--- src/rtl/ins_l1_fill_controller_if.sv ---
// L1 instruction-cache refill bundle: miss request from L1, address/data channels
// to L2, and the registered fill-write port into the L1 line array.
interface ins_l1_fill_controller_if #(
    parameter int ADDRESS_WIDTH      = 32,
    parameter int L2_BUS_WIDTH       = 32,
    parameter int BLOCK_OFFSET_WIDTH = 2
);
    logic                          miss_valid;
    logic [ADDRESS_WIDTH-1:0]      miss_address;
    logic                          miss_ready;
    logic                          flush;

    logic                          address_to_l2_ready_ins;
    logic                          address_to_l2_valid_ins;
    logic [ADDRESS_WIDTH-3:0]      address_to_l2_ins;

    logic                          data_from_l2_valid_ins;
    logic                          data_from_l2_ready_ins;
    logic [L2_BUS_WIDTH-1:0]       data_from_l2_ins;

    logic                          fill_write_enable;
    logic [BLOCK_OFFSET_WIDTH-1:0] fill_word_offset;
    logic [L2_BUS_WIDTH-1:0]       fill_data;
    logic                          fill_done;

    // Controller side
    modport master (
        input  miss_valid, miss_address, flush,
        input  address_to_l2_ready_ins, data_from_l2_valid_ins, data_from_l2_ins,
        output miss_ready,
        output address_to_l2_valid_ins, address_to_l2_ins, data_from_l2_ready_ins,
        output fill_write_enable, fill_word_offset, fill_data, fill_done
    );

    // Environment side (L1 miss logic, L2 port, line array)
    modport slave (
        output miss_valid, miss_address, flush,
        output address_to_l2_ready_ins, data_from_l2_valid_ins, data_from_l2_ins,
        input  miss_ready,
        input  address_to_l2_valid_ins, address_to_l2_ins, data_from_l2_ready_ins,
        input  fill_write_enable, fill_word_offset, fill_data, fill_done
    );
endinterface

--- src/rtl/ins_l1_fill_controller.sv ---
// Critical-word-first L1 instruction line refill: one L2 address beat and one data
// beat per word, wrapping within the line; FLUSH drains the bus but drops the writes.
module ins_l1_fill_controller #(
    parameter int ADDRESS_WIDTH      = 32,
    parameter int L2_BUS_WIDTH       = 32,
    parameter int BLOCK_OFFSET_WIDTH = 2
) (
    input  logic clk,
    input  logic rst,
    ins_l1_fill_controller_if.master bus
);
    localparam int LINE_WIDTH = ADDRESS_WIDTH - 2 - BLOCK_OFFSET_WIDTH;

    typedef enum logic [1:0] {
        IDLE = 2'd0,
        REQ  = 2'd1,
        RESP = 2'd2,
        DONE = 2'd3
    } state_t;

    state_t                        state_reg;
    logic [LINE_WIDTH-1:0]         line_reg;
    logic [BLOCK_OFFSET_WIDTH-1:0] offset_reg;
    logic [BLOCK_OFFSET_WIDTH-1:0] count_reg;
    logic                          abort_reg;

    logic                          miss_ready_reg;
    logic                          addr_valid_reg;
    logic [ADDRESS_WIDTH-3:0]      addr_reg;
    logic                          data_ready_reg;
    logic                          fill_we_reg;
    logic [BLOCK_OFFSET_WIDTH-1:0] fill_offset_reg;
    logic [L2_BUS_WIDTH-1:0]       fill_data_reg;
    logic                          fill_done_reg;

    logic                          abort_next;
    logic [BLOCK_OFFSET_WIDTH-1:0] offset_inc;
    logic                          last_beat;
    logic                          unused_addr_bits;

    // A flush arriving on the same edge as a data beat already suppresses that write.
    assign abort_next       = abort_reg | bus.flush;
    assign offset_inc       = offset_reg + 1'b1;
    assign last_beat        = &count_reg;
    assign unused_addr_bits = ^bus.miss_address[1:0];

    always_ff @(posedge clk or posedge rst) begin
        if (rst) begin
            state_reg       <= IDLE;
            line_reg        <= '0;
            offset_reg      <= '0;
            count_reg       <= '0;
            abort_reg       <= 1'b0;
            miss_ready_reg  <= 1'b1;
            addr_valid_reg  <= 1'b0;
            addr_reg        <= '0;
            data_ready_reg  <= 1'b0;
            fill_we_reg     <= 1'b0;
            fill_offset_reg <= '0;
            fill_data_reg   <= '0;
            fill_done_reg   <= 1'b0;
        end else begin
            fill_we_reg   <= 1'b0;
            fill_done_reg <= 1'b0;
            case (state_reg)
                IDLE: begin
                    if (bus.miss_valid) begin
                        line_reg       <= bus.miss_address[ADDRESS_WIDTH-1:2+BLOCK_OFFSET_WIDTH];
                        offset_reg     <= bus.miss_address[BLOCK_OFFSET_WIDTH+1:2];
                        count_reg      <= '0;
                        abort_reg      <= 1'b0;
                        addr_reg       <= bus.miss_address[ADDRESS_WIDTH-1:2];
                        addr_valid_reg <= 1'b1;
                        miss_ready_reg <= 1'b0;
                        state_reg      <= REQ;
                    end
                end
                REQ: begin
                    abort_reg <= abort_next;
                    if (bus.address_to_l2_ready_ins) begin
                        addr_valid_reg <= 1'b0;
                        data_ready_reg <= 1'b1;
                        state_reg      <= RESP;
                    end
                end
                RESP: begin
                    abort_reg <= abort_next;
                    if (bus.data_from_l2_valid_ins) begin
                        fill_data_reg   <= bus.data_from_l2_ins;
                        fill_offset_reg <= offset_reg;
                        fill_we_reg     <= ~abort_next;
                        offset_reg      <= offset_inc;
                        count_reg       <= count_reg + 1'b1;
                        data_ready_reg  <= 1'b0;
                        if (last_beat) begin
                            fill_done_reg <= ~abort_next;
                            state_reg     <= DONE;
                        end else begin
                            // Offset wraps inside the line; the line bits never change.
                            addr_reg       <= {line_reg, offset_inc};
                            addr_valid_reg <= 1'b1;
                            state_reg      <= REQ;
                        end
                    end
                end
                DONE: begin
                    abort_reg      <= abort_next;
                    miss_ready_reg <= 1'b1;
                    state_reg      <= IDLE;
                end
                default: begin
                    state_reg      <= IDLE;
                    miss_ready_reg <= 1'b1;
                    addr_valid_reg <= 1'b0;
                    data_ready_reg <= 1'b0;
                end
            endcase
        end
    end

    assign bus.miss_ready              = miss_ready_reg;
    assign bus.address_to_l2_valid_ins = addr_valid_reg;
    assign bus.address_to_l2_ins       = addr_reg;
    assign bus.data_from_l2_ready_ins  = data_ready_reg;
    assign bus.fill_write_enable       = fill_we_reg;
    assign bus.fill_word_offset        = fill_offset_reg;
    assign bus.fill_data               = fill_data_reg;
    assign bus.fill_done               = fill_done_reg;
endmodule

--- src/flat_wrapper.sv ---
// flat-port wrapper written by rule: the top's interface ports become plain ports
module ins_l1_fill_controller_flat 
#(
    parameter int ADDRESS_WIDTH      = 32,
    parameter int L2_BUS_WIDTH       = 32,
    parameter int BLOCK_OFFSET_WIDTH = 2
)
  (clk, rst, bus_miss_valid, bus_miss_address, bus_flush, bus_address_to_l2_ready_ins, bus_data_from_l2_valid_ins, bus_data_from_l2_ins, bus_miss_ready, bus_address_to_l2_valid_ins, bus_address_to_l2_ins, bus_data_from_l2_ready_ins, bus_fill_write_enable, bus_fill_word_offset, bus_fill_data, bus_fill_done);
  ins_l1_fill_controller_if #(.ADDRESS_WIDTH(ADDRESS_WIDTH), .L2_BUS_WIDTH(L2_BUS_WIDTH), .BLOCK_OFFSET_WIDTH(BLOCK_OFFSET_WIDTH)) bus_i ();
  input  logic clk;
  input  logic rst;
  input wire logic [$bits(bus_i.miss_valid)-1:0] bus_miss_valid;
  input wire logic [$bits(bus_i.miss_address)-1:0] bus_miss_address;
  input wire logic [$bits(bus_i.flush)-1:0] bus_flush;
  input wire logic [$bits(bus_i.address_to_l2_ready_ins)-1:0] bus_address_to_l2_ready_ins;
  input wire logic [$bits(bus_i.data_from_l2_valid_ins)-1:0] bus_data_from_l2_valid_ins;
  input wire logic [$bits(bus_i.data_from_l2_ins)-1:0] bus_data_from_l2_ins;
  output wire logic [$bits(bus_i.miss_ready)-1:0] bus_miss_ready;
  output wire logic [$bits(bus_i.address_to_l2_valid_ins)-1:0] bus_address_to_l2_valid_ins;
  output wire logic [$bits(bus_i.address_to_l2_ins)-1:0] bus_address_to_l2_ins;
  output wire logic [$bits(bus_i.data_from_l2_ready_ins)-1:0] bus_data_from_l2_ready_ins;
  output wire logic [$bits(bus_i.fill_write_enable)-1:0] bus_fill_write_enable;
  output wire logic [$bits(bus_i.fill_word_offset)-1:0] bus_fill_word_offset;
  output wire logic [$bits(bus_i.fill_data)-1:0] bus_fill_data;
  output wire logic [$bits(bus_i.fill_done)-1:0] bus_fill_done;
  assign bus_i.miss_valid = bus_miss_valid;
  assign bus_i.miss_address = bus_miss_address;
  assign bus_i.flush = bus_flush;
  assign bus_i.address_to_l2_ready_ins = bus_address_to_l2_ready_ins;
  assign bus_i.data_from_l2_valid_ins = bus_data_from_l2_valid_ins;
  assign bus_i.data_from_l2_ins = bus_data_from_l2_ins;
  assign bus_miss_ready = bus_i.miss_ready;
  assign bus_address_to_l2_valid_ins = bus_i.address_to_l2_valid_ins;
  assign bus_address_to_l2_ins = bus_i.address_to_l2_ins;
  assign bus_data_from_l2_ready_ins = bus_i.data_from_l2_ready_ins;
  assign bus_fill_write_enable = bus_i.fill_write_enable;
  assign bus_fill_word_offset = bus_i.fill_word_offset;
  assign bus_fill_data = bus_i.fill_data;
  assign bus_fill_done = bus_i.fill_done;
  ins_l1_fill_controller #(.ADDRESS_WIDTH(ADDRESS_WIDTH), .L2_BUS_WIDTH(L2_BUS_WIDTH), .BLOCK_OFFSET_WIDTH(BLOCK_OFFSET_WIDTH)) u_core (.clk(clk), .rst(rst), .bus(bus_i));
endmodule
--- config.mk ---
export PLATFORM = sky130hd
export DESIGN_NAME = ins_l1_fill_controller_flat
export DESIGN_NICKNAME = d
export VERILOG_FILES = /design/src/rtl/ins_l1_fill_controller_if.sv /design/src/rtl/ins_l1_fill_controller.sv /design/src/flat_wrapper.sv
export SDC_FILE = /design/constraint.sdc
export NUM_CORES = 1
export LEC_CHECK = 0
export CAP_MARGIN = 10
export CORE_MARGIN = 3
export CORE_UTILIZATION = 52
export CTS_BUF_LIST = sky130_fd_sc_hd__clkbuf_8
export CTS_CLUSTER_DIAMETER = 50
export DETAILED_ROUTE_END_ITERATION = 10
export GPL_ROUTABILITY_DRIVEN = 0
export PLACE_DENSITY = 0.88
export RECOVER_POWER = 50
export REMOVE_ABC_BUFFERS = 1
export SLEW_MARGIN = 20
export SYNTH_ARGS = -nofsm -noshare
export SYNTH_HDL_FRONTEND = slang
export SYNTH_SLANG_ARGS = --single-unit
--- constraint.sdc ---
create_clock -name clk -period 9.8 [get_ports clk]
set_clock_uncertainty 0.2 [all_clocks]
set_input_delay 1.96 -clock clk [delete_from_list [all_inputs] [get_ports clk]]
set_output_delay 1.96 -clock clk [all_outputs]
set_load 0.01 [all_outputs]
==> results_tabular.tex, run 1 <==
\begin{tabular}{lr}
\hline
Metric & Value \\
\hline
\multicolumn{2}{l}{\textbf{Clock tree}} \\
Clock insertion delay at the later pin of the skew report & approximately 360 ps \\
Post-CTS Hold Buffers & 0 \\
Number of H-tree branching levels & 3 \\
Clk slew on worst S/H paths & approximately 100 ps \\
TritonCTS buffer count & 9 \\
Total setup buffers inserted after CTS & 0 \\
Count of cells resized by post-cts repair & 0 \\
Sink Count & around 100 \\
Root buf cell & sky130\_fd\_sc\_hd\_\_clkbuf\_8 \\
TritonCTS clock tree & built \\
Maximum clock path buffer count & 2 \\
\multicolumn{2}{l}{\textbf{Die}} \\
I/O pin count & 139 \\
Initial core utilization & between 50\% and 60\% \\
Core region area & 7970 sq um \\
Vertical die dimension & 97.9 microns \\
Die Area & approximately 9600 sq um \\
Number of cell rows & 32 \\
Die boundary width & approximately 100 microns \\
\multicolumn{2}{l}{\textbf{Setup path}} \\
Biggest fanout along the worst timing path & 55 \\
Kind of capture point of the worst setup path & asynchronous set/reset pin \\
Worst path arrival time & between 4000 and 5000 ps \\
Crit Path Class & in -> async \\
Worst R2R Setup Slack & a little over 7000 ps \\
Required @ worst endpoint & 10040 ps \\
Critical Path Source Type & primary input \\
\multicolumn{2}{l}{\textbf{Finish}} \\
Net count of the finished layout & 558 \\
Post-Layout Cell Count & roughly 590 \\
Fill count & roughly 560 \\
Number of flip-flops under the largest register name & 32 \\
Area Overhead vs Synth & 36.4\% \\
Antenna Cells & 0 \\
Layout cells sized above 1 & a little over 20\% \\
Final Instance Area & about 6000 sq um \\
\multicolumn{2}{l}{\textbf{Power and ir drop}} \\
VDD IR-drop max & roughly 0.00018 V \\
LEAKAGE & between 2 and 3 nW \\
Power density over the cells & around 300 nW/um\^{}2 \\
\multicolumn{2}{l}{\textbf{Yosys}} \\
Post-synthesis instance total & 356 \\
Ys async rst share & 100\% \\
Number of enable-type register cells in the synthesized netlist & 0 \\
Number of synthesized register bits & 104 \\
Post-Syn Area & $\sim$4400 sq um \\
Part of the Yosys area used for sequential elements & 59.3\% \\
Mean Syn Cell Area & about 12 sq um \\
Primary FF master, synth & sky130\_fd\_sc\_hd\_\_dfrtp\_1 \\
Number of warnings printed during yosys synthesis & 0 \\
Post-synthesis cell type count & 32 \\
\multicolumn{2}{l}{\textbf{Placed design}} \\
Placed cell count & $\sim$580 \\
HPWL after DPL & slightly above 7000 microns \\
Area of placed instances & slightly below 6000 sq um \\
Buffers on Ports & roughly 140 \\
\multicolumn{2}{l}{\textbf{STA}} \\
Transition time of the tightest slew-check pin & about 2100 ps \\
Worst relative slew slack & -42.7\% \\
Fmax & between 200 and 250 MHz \\
Number of endpoints failing setup at the final stage & 0 \\
Aggregate negative setup slack & 0 ps \\
WHS & around 280 ps \\
Setup repair after global routing missed its margin & false \\
Shortest period the worst path allows & 4290 ps \\
Fin. Hold Viols & 0 \\
Period utilisation layout & 43.7\% \\
Fin. max-slew vios & 51 \\
\multicolumn{2}{l}{\textbf{Job}} \\
Count of maximum capacitance violations & 1 \\
\multicolumn{2}{l}{\textbf{Drt}} \\
Average vias per placed instance & 5.25 \\
First DRT Iteration DRCs & 80 \\
Antenna-violating nets left & 0 \\
Drt first pass iters & 4 \\
Total vias in the final route & between 3000 and 4000 \\
Number of remaining DRC errors & 0 \\
Total wire length after detailed routing & around 10000 microns \\
DR WL/cell & 16.7 microns \\
\multicolumn{2}{l}{\textbf{Run status}} \\
Violations in the final reports & capacitance limit, slew limit \\
Status & finished with violations \\
\multicolumn{2}{l}{\textbf{Global routing}} \\
Antenna violations before repair & 0 \\
Total congestion overflow after global routing & 0 \\
Tot GR Track Use & 21.5\% \\
Maximum number of pins on one net before global-route repair & 56 \\
Wire length of the first global-routing pass & 16600 microns \\
Number of global-route vias before repair & about 3300 \\
\multicolumn{2}{l}{\textbf{Hold path}} \\
Hold/Removal Path Class & reg -> reg \\
\hline
\end{tabular}
[Yosys cell counts, drive strengths merged, types with 2 or more instances]
| cell type | instances | share of area, % |
|---|---|---|
| dfrtp | 103 | 59 |
| nand2 | 94 | 8.0 |
| mux2 | 91 | 23 |
| buf | 14 | 2.1 |
| clkbuf | 6 | 0.51 |
| a21oi | 5 | 0.57 |
| nand2b | 5 | 0.71 |
| o21ai | 5 | 0.57 |
| inv | 4 | 0.34 |
| nor3 | 4 | 0.46 |
| nand3 | 3 | 0.34 |
| a21o | 2 | 0.34 |
| nand3b | 2 | 0.34 |
| nor2 | 2 | 0.17 |
| o22ai | 2 | 0.28 |
[through the flow]
step                      power, mW  setup WS (ps)  utilization, %
after floorplan                1.18           4910               -
after global placement         1.58           5430            73.0
after detailed placement       1.62           5420            73.0
after CTS                      1.87           5820            75.2
after global routing           1.91           5080            75.2
final                          1.79           5510            75.2
[kinds of logic (layout without fill, tap and decap cells)]
kind of cell | Yosys count | count (layout) | share of synthesized area (%)
simple gates | 116 | 116 | 11.2
flops | 104 | 104 | 59.3
mux | 92 | 92 | 23.6
buf+inv | 24 | 159 | 2.96
compound gates | 18 | 18 | 2.51
fa+ha+maj | 1 | 1 | 0.285
xor+xnor | 1 | 1 | 0.200
[metal layers]
layer	up-vias	global-route usage, %	wire length, microns
met3	14	6.21	570
met5	-	0	0
li1	1462	-	-
met2	77	38.3	5420
met4	0	6.50	148
met1	1560	25.2	3760
[cell usage in the layout (no fill, tap or decap), drive strengths merged, types with 2 or more instances in the layout]
cell	count
nor3	4
o21ai	5
clkinv	2
mux2	91
a21oi	5
o22ai	2
buf	4
dfrtp	103
nand3b	2
clkdlybuf4s50	65
clkbuf	9
nor2	2
nand3	3
nand2b	5
nand2	94
a21o	2
dlygate4sd3	71
inv	7
[critical path, cell delays in order]
cell                            delay, ps
sky130_fd_sc_hd__dlygate4sd3_1        550
sky130_fd_sc_hd__clkinvlp_2          1230
sky130_fd_sc_hd__buf_4                740
[final timing paths]
| kind | from | endpoint | depth (start not counted) |
|---|---|---|---|
| setup / recovery | rst | u_core.bus.address_to_l2_ins[24] | 3 |
| hold / removal | u_core.line_reg[7] | u_core.line_reg[7] | 2 |
| max in group clk | bus_data_from_l2_valid_ins | u_core.bus.address_to_l2_ins[25] | 4 |
| setup reg to reg | u_core.state_reg[1] | u_core.bus.address_to_l2_ins[19] | 4 |
| hold reg to reg | u_core.line_reg[7] | u_core.line_reg[7] | 2 |
| min in group asynchronous | rst | u_core.bus.fill_data[26] | 2 |
[cell type report]
class                      count  area (sq um)  area share, %
timing repair buffer         140          1390           23.2
clock inverter                 6          51.3          0.856
tap                          102           128           2.13
multi-input combinational    228          1680           28.0
inverter                       4          16.3          0.272
sequential                   104          2600           43.5
clock buffer                   9           124           2.07
[power by group]
part	switching [mW]	internal, mW	leakage [nW]
combinational	0.342	0.437	1.34
sequential	0.125	0.640	1.25
clock	0.152	0.0957	0.0924
Power figures use the tool's default switching activity.
==> run 2, diff against run 1 <==
--- a/config.mk
+++ b/config.mk
@@ -7,12 +7,12 @@
 export LEC_CHECK = 0
 export CAP_MARGIN = 10
 export CORE_MARGIN = 3
-export CORE_UTILIZATION = 52
+export CORE_UTILIZATION = 43
 export CTS_BUF_LIST = sky130_fd_sc_hd__clkbuf_8
 export CTS_CLUSTER_DIAMETER = 50
 export DETAILED_ROUTE_END_ITERATION = 10
 export GPL_ROUTABILITY_DRIVEN = 0
-export PLACE_DENSITY = 0.88
+export PLACE_DENSITY = 0.78
 export RECOVER_POWER = 50
 export REMOVE_ABC_BUFFERS = 1
 export SLEW_MARGIN = 20
==> constraint.sdc (replaced) <==
create_clock -name clk -period 3.6 [get_ports clk]
set_clock_uncertainty 0.2 [all_clocks]
set_input_delay 0.72 -clock clk [delete_from_list [all_inputs] [get_ports clk]]
set_output_delay 0.72 -clock clk [all_outputs]
set_load 0.01 [all_outputs]
==> run 2 against run 1 <==
  * The run now ends clean
  * Largest power group unchanged
  * Non-clock buffer count increased by 2
  * Wire length decreased by 0.72%
  * Setup slack got worse by 4600 ps
  * Die area increased by 20%
  * Critical endpoint is now u_core.bus.fill_data[7]
  * Cell area increased by 1.5%
  * Register-to-register slack got worse by 5800 ps
  * First-iteration DRC count unchanged
==> results_tabular.tex, run 2 (synthesized netlist as in run 1, its figures left out) <==
\begin{tabular}{lr}
\hline
Metric & Value \\
\hline
\multicolumn{2}{l}{\textbf{Global routing}} \\
Maximum number of pins on one net before global-route repair & 55 \\
Wire length of the first global-routing pass & around 16000 microns \\
Antenna violations before repair & 0 \\
Number of global-route vias before repair & about 3300 \\
Tot GR Track Use & approximately 18\% \\
Total congestion overflow after global routing & 0 \\
\multicolumn{2}{l}{\textbf{Finish}} \\
Number of flip-flops under the largest register name & 32 \\
Fill count & around 760 \\
Most frequent cells in the layout & sky130\_fd\_sc\_hd\_\_clkdlybuf4s50\_1 (109), sky130\_fd\_sc\_hd\_\_dfrtp\_1 (103), sky130\_fd\_sc\_hd\_\_nand2\_1 (94), sky130\_fd\_sc\_hd\_\_mux2\_2 (74), sky130\_fd\_sc\_hd\_\_dlygate4sd3\_1 (27) \\
Final Instance Area & 6080 sq um \\
Layout cells sized above 1 & 20.2\% \\
Net count of the finished layout & 560 \\
Antenna Cells & 0 \\
Area Overhead vs Synth & 38.4\% \\
Post-Layout Cell Count & approximately 630 \\
Most common cell after layout, fill and taps aside & sky130\_fd\_sc\_hd\_\_clkdlybuf4s50\_1 \\
\multicolumn{2}{l}{\textbf{Clock tree}} \\
Clk slew on worst S/H paths & $\sim$90 ps \\
Post-CTS Hold Buffers & 0 \\
Maximum clock path buffer count & 2 \\
TritonCTS buffer count & 9 \\
TritonCTS clock tree & built \\
Sink Count & roughly 100 \\
Clock insertion delay at the later pin of the skew report & $\sim$360 ps \\
Root buf cell & sky130\_fd\_sc\_hd\_\_clkbuf\_8 \\
Number of H-tree branching levels & 3 \\
Total setup buffers inserted after CTS & 0 \\
Count of cells resized by post-cts repair & 0 \\
\multicolumn{2}{l}{\textbf{Placed design}} \\
Buffers on Ports & roughly 140 \\
Area of placed instances & between 5000 and 6000 sq um \\
HPWL after DPL & $\sim$6900 microns \\
Placed cell count & slightly above 600 \\
\multicolumn{2}{l}{\textbf{STA}} \\
Number of endpoints failing setup at the final stage & 0 \\
Fmax & $\sim$370 MHz \\
Period utilisation layout & 74.2\% \\
Aggregate negative setup slack & 0 ps \\
Fin. max-slew vios & 0 \\
Shortest period the worst path allows & around 2700 ps \\
Transition time of the tightest slew-check pin & roughly 860 ps \\
Fin. Hold Viols & 0 \\
Worst relative slew slack & between 40\% and 50\% \\
Setup repair after global routing missed its margin & false \\
\multicolumn{2}{l}{\textbf{Die}} \\
Vertical die dimension & 107 microns \\
Die Area & 11500 sq um \\
Number of cell rows & 36 \\
Initial core utilization & 44.5\% \\
I/O pin count & roughly 140 \\
Die boundary width & 107 microns \\
Core region area & 9860 sq um \\
\multicolumn{2}{l}{\textbf{Hold path}} \\
Hold/Removal Path Class & reg -> reg \\
\multicolumn{2}{l}{\textbf{Setup path}} \\
Biggest fanout along the worst timing path & 36 \\
Required @ worst endpoint & around 3700 ps \\
Crit Path Class & in -> reg \\
Critical Path Source Type & primary input \\
Worst path arrival time & between 2000 and 3000 ps \\
Kind of capture point of the worst setup path & register \\
\multicolumn{2}{l}{\textbf{Run status}} \\
Status & finished, final reports clean \\
\multicolumn{2}{l}{\textbf{Drt}} \\
DR WL/cell & approximately 16 microns \\
Total wire length after detailed routing & around 9800 microns \\
Antenna-violating nets left & 0 \\
First DRT Iteration DRCs & 80 \\
Number of remaining DRC errors & 0 \\
Average vias per placed instance & 4.87 \\
Drt first pass iters & 4 \\
Total vias in the final route & slightly above 3000 \\
\multicolumn{2}{l}{\textbf{Power and ir drop}} \\
Part of the total power dissipated in the clock network & 14.7\% \\
Internal cell power & between 3 and 4 mW \\
Combinational cell fraction of total power & a little over two fifths \\
Total Power Consumption & 5.03 mW \\
Sw frac & 32.9\% \\
Power density over the cells & around 830 nW/um\^{}2 \\
Sequential fraction of design power & between 40\% and 50\% \\
Power spent charging and discharging nets & approximately 1.7 mW \\
VDD IR-drop max & 0.000396 V \\
LEAKAGE & 2.70 nW \\
\multicolumn{2}{l}{\textbf{Job}} \\
Count of maximum capacitance violations & 0 \\
\hline
\end{tabular}
-- run 2: cell count changes in the layout (fill, tap and decap cells not counted), sizes merged --
cell / before / now
clkdlybuf4s50: 65 / 109
dlygate4sd3: 71 / 27
clkbuf: 9 / 11
buf: 4 / 5
bufinv: 0 / 1
clkinvlp: 1 / 0
-- run 2: metrics by stage --
stage | hold WS (ps) | setup slack [ps] | utilization (%)
after detailed placement | 260 | 807 | 59.6
after global routing | 314 | 842 | 61.6
final | 281 | 928 | 61.6
after CTS | 284 | 1200 | 61.6
after global placement | 251 | 825 | 59.6
after floorplan | 239 | -50.5 | -
-- run 2: area by class of cell --
cell class / count / area [sq um] / share of cell area, %
Clock buffer: 10 / 138 / 2.26
Sequential cell: 104 / 2600 / 42.8
Multi-Input combinational cell: 228 / 1680 / 27.6
Inverter: 4 / 17.5 / 0.288
Clock inverter: 6 / 60.1 / 0.988
Tap cell: 133 / 166 / 2.74
Timing Repair Buffer: 142 / 1420 / 23.3
-- run 2: critical path, stage by stage --
cell,delay [ps]
sky130_fd_sc_hd__dlygate4sd3_1,700
sky130_fd_sc_hd__and3b_1,200
sky130_fd_sc_hd__clkbuf_2,660
sky130_fd_sc_hd__mux2_2,420
-- run 2: path summary, 6_finish.rpt --
kind                            cells past startpoint                        from  slack, ps                        to
worst max register to register                      3         u_core.state_reg[1]       1330   u_core.bus.fill_data[7]
max in group asynchronous                           3                         rst       1760       u_core.line_reg[12]
worst max-delay path                                4  bus_data_from_l2_valid_ins        930   u_core.bus.fill_data[7]
min in group asynchronous                           2                         rst        730  u_core.bus.fill_data[26]
worst min register to register                      2         u_core.line_reg[21]        280       u_core.line_reg[21]
worst min-delay path                                2         u_core.line_reg[21]        280       u_core.line_reg[21]
-- run 2: power groups by stage --
| stage | clock network [mW] | registers, mW | logic, mW |
|---|---|---|---|
| 6_report | 0.739 | 2.08 | 2.21 |
| 5_1_grt | 0.803 | 2.16 | 2.39 |
| 4_1_cts | 0.759 | 2.10 | 2.30 |
| 3_5_place_dp | 0 | 2.12 | 2.29 |
| 3_3_place_gp | 0 | 2.08 | 2.23 |
| 2_1_floorplan | 0 | 2.23 | 0.982 |
-- run 2: metal layers --
layer  wire length, microns  GRT usage [%]  vias to the layer above
met5                      0              0                        -
met2                   4960           29.3                       65
met1                   4310           23.4                     1515
met3                    333           2.77                       14
met4                    216           7.85                        0
li1                       -              -                     1462
==> run 3, diff against run 2 <==
--- a/config.mk
+++ b/config.mk
@@ -7,12 +7,12 @@
 export LEC_CHECK = 0
 export CAP_MARGIN = 10
 export CORE_MARGIN = 3
-export CORE_UTILIZATION = 43
+export CORE_UTILIZATION = 48
 export CTS_BUF_LIST = sky130_fd_sc_hd__clkbuf_8
 export CTS_CLUSTER_DIAMETER = 50
 export DETAILED_ROUTE_END_ITERATION = 10
 export GPL_ROUTABILITY_DRIVEN = 0
-export PLACE_DENSITY = 0.78
+export PLACE_DENSITY = 0.82
 export RECOVER_POWER = 50
 export REMOVE_ABC_BUFFERS = 1
 export SLEW_MARGIN = 20
==> constraint.sdc (replaced) <==
create_clock -name clk -period 2.5 [get_ports clk]
set_clock_uncertainty 0.2 [all_clocks]
set_input_delay 0.5 -clock clk [delete_from_list [all_inputs] [get_ports clk]]
set_output_delay 0.5 -clock clk [all_outputs]
set_load 0.01 [all_outputs]
==> run 3 against run 2 <==
  * Wire length up 0.81%
  * Die area down 9.8%
  * Flip-flop and latch count unchanged
  * Global-route usage up 2.7 points
  * Clock power up 34%
  * Setup slack worse by 580 ps
  * Critical path type unchanged
  * Final cell count down 2.9%
  * Count of clock-buffer cells in the layout unchanged
==> results_tabular.tex, run 3 (synthesized netlist as in run 1, its figures left out) <==
\begin{tabular}{lr}
\hline
Metric & Value \\
\hline
\multicolumn{2}{l}{\textbf{Clock tree}} \\
Count of cells resized by post-cts repair & 0 \\
Clk slew on worst S/H paths & 100 ps \\
Clock insertion delay at the later pin of the skew report & 350 ps \\
TritonCTS clock tree & built \\
Root buf cell & sky130\_fd\_sc\_hd\_\_clkbuf\_8 \\
Maximum clock path buffer count & 2 \\
Total setup buffers inserted after CTS & 0 \\
TritonCTS buffer count & 9 \\
Post-CTS Hold Buffers & 0 \\
Sink Count & 104 \\
Number of H-tree branching levels & 3 \\
\multicolumn{2}{l}{\textbf{Global routing}} \\
Antenna violations before repair & 0 \\
Total congestion overflow after global routing & 0 \\
Tot GR Track Use & around a fifth \\
Maximum number of pins on one net before global-route repair & 55 \\
Wire length of the first global-routing pass & 16500 microns \\
Number of global-route vias before repair & 3331 \\
\multicolumn{2}{l}{\textbf{Placed design}} \\
HPWL after DPL & 7150 microns \\
Area of placed instances & roughly 5900 sq um \\
Post-placement worst setup slack & $\sim$160 ps \\
Buffers on Ports & around 140 \\
\multicolumn{2}{l}{\textbf{STA}} \\
Crit path setup slack, layout & about 350 ps \\
Fin. max-slew vios & 0 \\
Period utilisation layout & about 86\% \\
Transition time of the tightest slew-check pin & 1060 ps \\
Shortest period the worst path allows & between 2000 and 2500 ps \\
WHS & around 280 ps \\
Number of endpoints failing setup at the final stage & 0 \\
Fmax & approximately 460 MHz \\
Fin. Hold Viols & 0 \\
Setup repair after global routing missed its margin & false \\
Worst relative slew slack & between 20 and 30\% \\
\multicolumn{2}{l}{\textbf{Power and ir drop}} \\
Total Power Consumption & between 7 and 8 mW \\
VDD IR-drop max & between 0.0006 and 0.0007 V \\
Power density over the cells & 1200 nW/um\^{}2 \\
LEAKAGE & $\sim$2.7 nW \\
\multicolumn{2}{l}{\textbf{Drt}} \\
Drt first pass iters & 4 \\
Average vias per placed instance & approximately 5.1 \\
First DRT Iteration DRCs & $\sim$100 \\
Number of remaining DRC errors & 0 \\
Antenna-violating nets left & 0 \\
DR WL/cell & 16.3 microns \\
Total wire length after detailed routing & 9910 microns \\
Total vias in the final route & between 3000 and 4000 \\
\multicolumn{2}{l}{\textbf{Die}} \\
I/O pin count & around 140 \\
Core region area & slightly below 9000 sq um \\
Initial core utilization & roughly half \\
Number of cell rows & 34 \\
Vertical die dimension & 102 microns \\
Die Area & 10300 sq um \\
Die boundary width & 102 microns \\
\multicolumn{2}{l}{\textbf{Finish}} \\
Net count of the finished layout & around 570 \\
Most common cell after layout, fill and taps aside & sky130\_fd\_sc\_hd\_\_clkdlybuf4s50\_1 \\
Most frequent cells in the layout & sky130\_fd\_sc\_hd\_\_clkdlybuf4s50\_1 (132), sky130\_fd\_sc\_hd\_\_dfrtp\_1 (103), sky130\_fd\_sc\_hd\_\_nand2\_1 (94), sky130\_fd\_sc\_hd\_\_mux2\_2 (74), sky130\_fd\_sc\_hd\_\_mux2\_1 (17) \\
Number of flip-flops under the largest register name & 32 \\
Layout cells sized above 1 & 21.2\% \\
Final Instance Area & about 6100 sq um \\
Antenna Cells & 0 \\
Area Overhead vs Synth & 39.2\% \\
\multicolumn{2}{l}{\textbf{Run status}} \\
Status & finished, final reports clean \\
\multicolumn{2}{l}{\textbf{Setup path}} \\
Cell at the slowest stage of the critical path & sky130\_fd\_sc\_hd\_\_dlygate4sd3\_1 \\
Critical Path Max Stage Delay & around 560 ps \\
Family of cells with the greatest summed delay on the critical path & buffers and inverters \\
Biggest fanout along the worst timing path & 36 \\
Crit-path cells & dlygate4sd3\_1 > clkbuf\_1 > and3b\_1 > buf\_12 > mux2\_2 \\
Worst path arrival time & about 2200 ps \\
Kind of capture point of the worst setup path & register \\
Buffers \& Inverters on Critical Path & 3 \\
Crit Path Class & in -> reg \\
Critical Path Source Type & primary input \\
Required @ worst endpoint & 2530 ps \\
\multicolumn{2}{l}{\textbf{Job}} \\
Count of maximum capacitance violations & 0 \\
\multicolumn{2}{l}{\textbf{Hold path}} \\
Hold/Removal Path Class & reg -> reg \\
\hline
\end{tabular}
## run 3: per-stage QoR
stage          util [%]  setup TNS (ps)  instances
2_1_floorplan         -         -110100        336
3_3_place_gp       67.5               0        593
3_5_place_dp       67.5               0        593
4_1_cts            69.6               0        609
5_1_grt            69.4               0        609
6_report           69.4               0        609
## run 3: area by class of cell
type / instances / area [sq um]
Sequential cell: 104 / 2600
Clock buffer: 10 / 138
Clock inverter: 6 / 50.0
Inverter: 4 / 16.3
Tap cell: 108 / 135
Multi-Input combinational cell: 228 / 1680
Fill cell: 676 / 2690
Timing Repair Buffer: 149 / 1490
## run 3: worst paths after layout
kind | start | to | slack (ps) | cells past startpoint
worst min-delay path | u_core.line_reg[1] | u_core.line_reg[1] | 280 | 2
worst min register to register | u_core.line_reg[1] | u_core.line_reg[1] | 280 | 2
min in group asynchronous | rst | u_core.bus.fill_data[17] | 590 | 2
max in group asynchronous | rst | u_core.bus.miss_ready | 590 | 3
worst max-delay path | bus_data_from_l2_valid_ins | u_core.bus.fill_data[28] | 350 | 5
worst max register to register | u_core.state_reg[1] | u_core.bus.fill_data[28] | 460 | 4
## run 3: layer usage
| layer | vias to the layer above | routed length [microns] | GRT usage, % |
|---|---|---|---|
| met5 | - | 0 | 0 |
| li1 | 1478 | - | - |
| met1 | 1552 | 4020 | 24.7 |
| met2 | 59 | 5470 | 37.5 |
| met4 | 0 | 124 | 5.62 |
| met3 | 10 | 294 | 3.99 |
## run 3: power by group
| group | leakage, nW | internal, mW | total [mW] | switching [mW] |
|---|---|---|---|---|
| logic | 1.35 | 1.99 | 3.37 | 1.38 |
| clock network | 0.101 | 0.405 | 0.991 | 0.586 |
| registers | 1.25 | 2.51 | 2.98 | 0.465 |
| total | 2.71 | 4.90 | 7.33 | 2.43 |
## run 3: worst min-delay path: cells and delay by family (launching register included)
kind,cells,cell delay [ps]
flip-flops,1,350
AND/OR/NAND/NOR,2,100
